## config.mk

```make
export PLATFORM = sky130hd
export DESIGN_NAME = gpio_in_debounce
export DESIGN_NICKNAME = d
export VERILOG_FILES = /design/src/rtl/gpio_in_debounce.sv
export SDC_FILE = /design/constraint.sdc
export NUM_CORES = 2
export LEC_CHECK = 0
export ABC_AREA = 1
export CAP_MARGIN = 20
export CORE_ASPECT_RATIO = 1.1
export CORE_MARGIN = 2
export CORE_UTILIZATION = 50
export CTS_CLUSTER_SIZE = 40
export DETAILED_ROUTE_END_ITERATION = 10
export GPL_TIMING_DRIVEN = 0
export PLACE_DENSITY = 0.7
export SYNTH_ARGS = -nofsm -noshare
export SYNTH_HDL_FRONTEND = slang
export SYNTH_SLANG_ARGS = --single-unit
```

## constraint.sdc

```tcl
create_clock -name aclk -period 34.4 [get_ports aclk]
set_clock_uncertainty 0.15 [all_clocks]
set_input_delay 3.44 -clock aclk [delete_from_list [all_inputs] [get_ports aclk]]
set_output_delay 3.44 -clock aclk [all_outputs]
set_load 0.05 [all_outputs]
```

## src/rtl/gpio_in_debounce.sv

```systemverilog
// gpio_in_debounce: per-bit 2-flop synchroniser, debounce filter, edge strobes.
// Ports: aclk/areset (async, active-high); pad_in raw lines; debounce_limit
//   stable cycles needed; gpio_in filtered level; rise/fall 1-cycle strobes.
// Build option: define GPIO_IN_EDGE_EN to build the rise/fall strobe flops;
//   otherwise rise/fall are tied low.
module gpio_in_debounce #(
  parameter int P_WIDTH     = 32,
  parameter int P_CNT_WIDTH = 16
) (
  input  logic                   aclk,
  input  logic                   areset,
  input  logic [P_WIDTH-1:0]     pad_in,
  input  logic [P_CNT_WIDTH-1:0] debounce_limit,
  output logic [P_WIDTH-1:0]     gpio_in,
  output logic [P_WIDTH-1:0]     rise,
  output logic [P_WIDTH-1:0]     fall
);

  localparam logic [P_CNT_WIDTH-1:0] CNT_ZERO = '0;
  localparam logic [P_CNT_WIDTH-1:0] CNT_ONE  = 1;

  logic [P_WIDTH-1:0]     sync1_q;
  logic [P_WIDTH-1:0]     sync2_q;
  logic [P_WIDTH-1:0]     stable_q;
  logic [P_WIDTH-1:0]     stable_d;
  logic [P_WIDTH-1:0]     accept;
  logic [P_CNT_WIDTH-1:0] cnt_q [P_WIDTH];
  logic [P_CNT_WIDTH-1:0] cnt_d [P_WIDTH];

  always_ff @(posedge aclk or posedge areset) begin
    if (areset) begin
      sync1_q <= '1;
      sync2_q <= '1;
    end else begin
      sync1_q <= pad_in;
      sync2_q <= sync1_q;
    end
  end

  // cnt counts mismatch cycles already seen; a change is taken once the
  // count reaches the limit, so cnt never exceeds debounce_limit.
  always_comb begin
    stable_d = stable_q;
    accept   = '0;
    for (int i = 0; i < P_WIDTH; i++) begin
      cnt_d[i] = cnt_q[i];
      if (sync2_q[i] == stable_q[i]) begin
        cnt_d[i] = CNT_ZERO;
      end else if (cnt_q[i] >= debounce_limit) begin
        accept[i]   = 1'b1;
        stable_d[i] = sync2_q[i];
        cnt_d[i]    = CNT_ZERO;
      end else begin
        cnt_d[i] = cnt_q[i] + CNT_ONE;
      end
    end
  end

  always_ff @(posedge aclk or posedge areset) begin
    if (areset) begin
      stable_q <= '1;
      for (int i = 0; i < P_WIDTH; i++) begin
        cnt_q[i] <= CNT_ZERO;
      end
    end else begin
      stable_q <= stable_d;
      for (int i = 0; i < P_WIDTH; i++) begin
        cnt_q[i] <= cnt_d[i];
      end
    end
  end

  assign gpio_in = stable_q;

`ifdef GPIO_IN_EDGE_EN
  logic [P_WIDTH-1:0] rise_q;
  logic [P_WIDTH-1:0] rise_d;
  logic [P_WIDTH-1:0] fall_q;
  logic [P_WIDTH-1:0] fall_d;

  // Strobes align with the cycle gpio_in takes its new value.
  always_comb begin
    rise_d = accept & sync2_q;
    fall_d = accept & ~sync2_q;
  end

  always_ff @(posedge aclk or posedge areset) begin
    if (areset) begin
      rise_q <= '0;
      fall_q <= '0;
    end else begin
      rise_q <= rise_d;
      fall_q <= fall_d;
    end
  end

  assign rise = rise_q;
  assign fall = fall_q;
`else
  assign rise = '0;
  assign fall = '0;
`endif

endmodule
```

After elaboration in Yosys (flattened, before gate mapping)
Cells that the tools add are included.
{"block": "word_totals", "ff_bits": 608, "output_inout_bits": 96}
{"block": "op_classes", "order_cmp": 32, "eq_ne": 32, "reduce_logical": 32, "addsub": 32, "bitwise_logic": 32, "muxes": 64}
{"cell": "$mux W16", "count": 64}
{"cell": "$add A16 B1 Y16 const B", "count": 32}
{"cell": "$ge A16 B16 Y1", "count": 32}
{"cell": "$reduce_and A2 Y1", "count": 32}
{"cell": "$eq A1 B1 Y1", "count": 32}
{"cell": "$not A1 Y1", "count": 32}

Longest topological paths before layout
{"block": "logic_depth", "word_depth": 3, "depth_mapped": 13}

Worst setup path before layout
No wires, ideal clock.
{"block": "synth_path", "path_kind": "in2reg", "startpoint": "input port debounce_limit[15]", "endpoint": "register cnt_q[69] in the netlist's numbering", "n_path_buf": 1, "slack_ns": 28.997, "stages": 8, "t_required_ns": 34.179, "arrival_time_ns": 5.182, "path_cell_list": "inv_1 -> ha_1 -> a21oi_1 -> o21ai_0 -> nor2_1 -> nand3_2 -> buf_6 -> nor2_1"}
{"item": "from (decl)", "line_no": "13", "text": "input logic [P_CNT_WIDTH-1:0] debounce_limit,"}
{"item": "to (signal, indexed assignment)", "line_no": "68", "text": "cnt_q[i] <= cnt_d[i];"}
{"item": "to (decl)", "line_no": "27", "text": "logic [P_CNT_WIDTH-1:0] cnt_q [P_WIDTH];"}

==> results_dict.tcl <==
set metrics [dict create \
    pin_count 146 \
    rows 111 \
    die_x_um 279 \
    finalNonFillerCells 6591 \
    synth_warnings 0 \
    hpwl_mm 63.4 \
    multi_input_area_mm2 0.0235 \
    worstRegToRegCells 9 \
    timing.rr.start "cnt_q[39]" \
    intPower_mw 1.27 \
    yosys.cell_types.count 30 \
    finalMaxSlewViolations 0 \
    yosys-top-cells-area "dfrtp_1 31%, ha_1 16%, nand2_1 11%" \
    place_congestion 0.831 \
    switchingPower_mw 0.434 \
    vias 33300 \
    p_leak_nw 23.3 \
    track_usage_pct 22.4 \
    netlist_instances 5223 \
    syn_area_mm2 0.0417 \
    outcome "complete, no violations" \
    r2r_setup_slack_ns 32.37 \
    min_path_type "reg -> reg" \
    finalSetupTns_ns 0 \
    cts_root_buf "clkbuf_16" \
    required_ns 34.80 \
    fin_crit_sh_pct 16.4 \
    yosysTopAreaCellShare_pct 30.7 \
    criticalPathCategory "in -> reg" \
    r2r_end "cnt_q[44]" \
    synth_seq_area_share_pct 36.8 \
    relSlewSlack_pct 39.5 \
    synth_area_per_cell_um2 7.98 \
    syn_to_final_growth_pct 12.6 \
    clkTransAtPathRegs_ns 0.06 \
    wl_mm 93.0 \
    crit_path_start_kind "input pin" \
    ant_nets 0 \
    htreeDepth 3 \
    end_kind "flop" \
    wl_per_cell_um 14.1 \
    worstPathMaxFanout 18 \
    cp.arrival_ns 6.06 \
    cts.sinks 608 \
    rsz0062_at_grt "false" \
    viasPerCell 5.05 \
    portBuffers 81 \
    dr.pass1.iters 6 \
    die_y_um 307 \
    numCtsBuffers 72 \
    synthArstFlopShare_pct 100 \
    antenna_found_initial 1 \
    cts_tree "built" \
    seq_power_share_pct 43.8 \
    cap_violations 0 \
    pwr-share-clk_pct 46.6 \
    fill_cells 7563 \
    overflow 0 \
    worst_pin_slew_ns 0.907 \
    place_area_mm2 0.0445 \
    drcViolationCount 0 \
    setup_viol_count_final 0 \
    cts_resized 0 \
    switching_share_pct 25.5 \
    synth_ff_type "dfrtp_1" \
    hold_viol 0 \
    pwr_density_cell_mw_per_mm2 36.2 \
    grt_max_degree 128 \
    power_mw 1.70 \
    fmax_mhz 177 \
    initial_core_util_pct 50.3 \
    synth_top_cell_by_area "dfrtp_1" \
    drive_gt1_share_pct 8.14 \
    combPwrFrac_pct 9.6 \
    ys_seq_elements 608 \
    ctsLongestPathBuffers 3 \
    hp-start "sync1_q[22]" \
    final_nets 6053 \
    design_area_mm2 0.0470 \
    placedCellCount 6458 \
    layout_min_cycle_time_ns 5.66 \
    die-area_mm2 0.0857 \
    grt_pass1_vias 32600 \
    cts_hold_buf 0 \
    regArea_mm2 0.0153 \
    grt_pass1_wl_mm 157 \
    worstSkewPairLatency_ns 0.63 \
    hold_end "sync2_q[22]" \
    synth_edf_count 0 \
    detail_route.iter0.violations 1841 \
    coreArea_mm2 0.0829 \
    post_cts_buffers 0 \
    antennaDiodeCount 0 \
    ir_drop_mv 0.0337 \
    whs_path_depth 0 \
]
==> through the flow <==
step           hold slack (ns)  util (%)  setup WS (ns)
6_report                 0.201      56.6          28.74
5_1_grt                  0.206      56.6          28.51
4_1_cts                  0.201      56.6          28.67
3_5_place_dp             0.197      53.7          28.12
3_3_place_gp             0.195      53.2           6.22
2_1_floorplan            0.195         -          13.95
==> worst max path at each step <==
stage	to	slack, ns	startpoint
global route	cnt_q[39]	28.51	debounce_limit[5]
CTS	gpio_in[19]	28.67	gpio_in[19]
detailed placement	cnt_q[39]	28.12	debounce_limit[5]
finish	cnt_q[44]	28.74	debounce_limit[5]
floorplan	cnt_q[0]	13.95	areset
global placement	cnt_q[124]	6.22	areset
==> power by group through the flow <==
stage | registers, mW | logic, mW | clock network (mW)
3_5_place_dp | 0.757 | 0.166 | 0
5_1_grt | 0.746 | 0.188 | 0.841
4_1_cts | 0.744 | 0.167 | 0.814
6_report | 0.744 | 0.164 | 0.793
2_1_floorplan | 0.754 | 0.115 | 0
3_3_place_gp | 0.757 | 0.155 | 0
==> cells by family (layout without fill, tap and decap cells) <==
family	Yosys count	in the layout	share of synthesized area [%]
DFF	608	608	36.8
AOI/OAI and AO/OA	250	250	3.11
and+or+nand+nor	2690	2690	27.2
xor gates and xnor gates	434	434	9.12
buffers and inverters	696	928	7.41
other	1	64	0.00899
adders and majority gates	544	544	16.3
==> layout make-up <==
type | instances | share of cell area (%)
Sequential cell | 608 | 32.7
Clock buffer | 108 | 4.60
Clock inverter | 25 | 0.618
Buffer | 96 | 1.78
Inverter | 600 | 4.83
Multi-Input combinational cell | 3982 | 50.1
Timing Repair Buffer | 99 | 2.58
Tap cell | 1073 | 2.86
==> Yosys cell counts (50+ instances only) <==
library cell and instances:
inv_1 600, nor2_2 50, xnor2_1 91, dfstp_2 96, nor2_1 899, ha_1 544
nand3_1 253, xor2_1 343, nor3_1 75, buf_4 65, nand2_1 1209, a21oi_1 193
dfrtp_1 512, nand4_1 131
==> registers in the layout (all words and copies together) (netlist names) <==
register,cells
gpio_in,32
sync1_q,32
cnt_q,512
sync2_q,32
==> worst max-delay path, stage by stage <==
cell and delay (ns):
clkdlybuf4s50_1 0.41, inv_2 0.57, buf_12 0.28, ha_1 0.27, nand2_1 0.07, nand2_1 0.04
nand2_1 0.05, nand2_1 0.05, nor2_1 0.11, nand2_1 0.10, nand2_1 0.13, nand3_2 0.19
buf_6 0.20, nor2_1 0.11
==> metal layers <==
layer  track usage (%)  share of wire, %  vias to the layer above
met5                 0                 0                        -
met4              7.15               2.6                        0
met3              2.69               3.9                      143
met2              38.2                46                      520
met1              29.7                47                    15600
li1                  -                 -                    17100
==> layout by cell type, fill, tap and decap left out, types with 4 or more instances in the layout <==
cell and count:
a21oi_1 193, buf_12 12, buf_16 6, buf_4 65, buf_6 31, bufinv_16 6, clkbuf_1 17, clkbuf_16 75
clkbuf_8 16, clkdlybuf4s50_1 80, clkinv_2 15, conb_1 64, dfrtp_1 512, dfstp_2 96, ha_1 544, inv_1 584
inv_2 11, inv_4 4, nand2_1 1209, nand3_1 253, nand3_2 33, nand3b_1 20, nand4_1 131, nor2_1 899
nor2_2 50, nor3_1 75, nor3_2 12, o21ai_0 37, o21bai_1 7, o22ai_1 9, xnor2_1 91, xor2_1 343
Note: power is estimated with default switching activity, not from simulation.
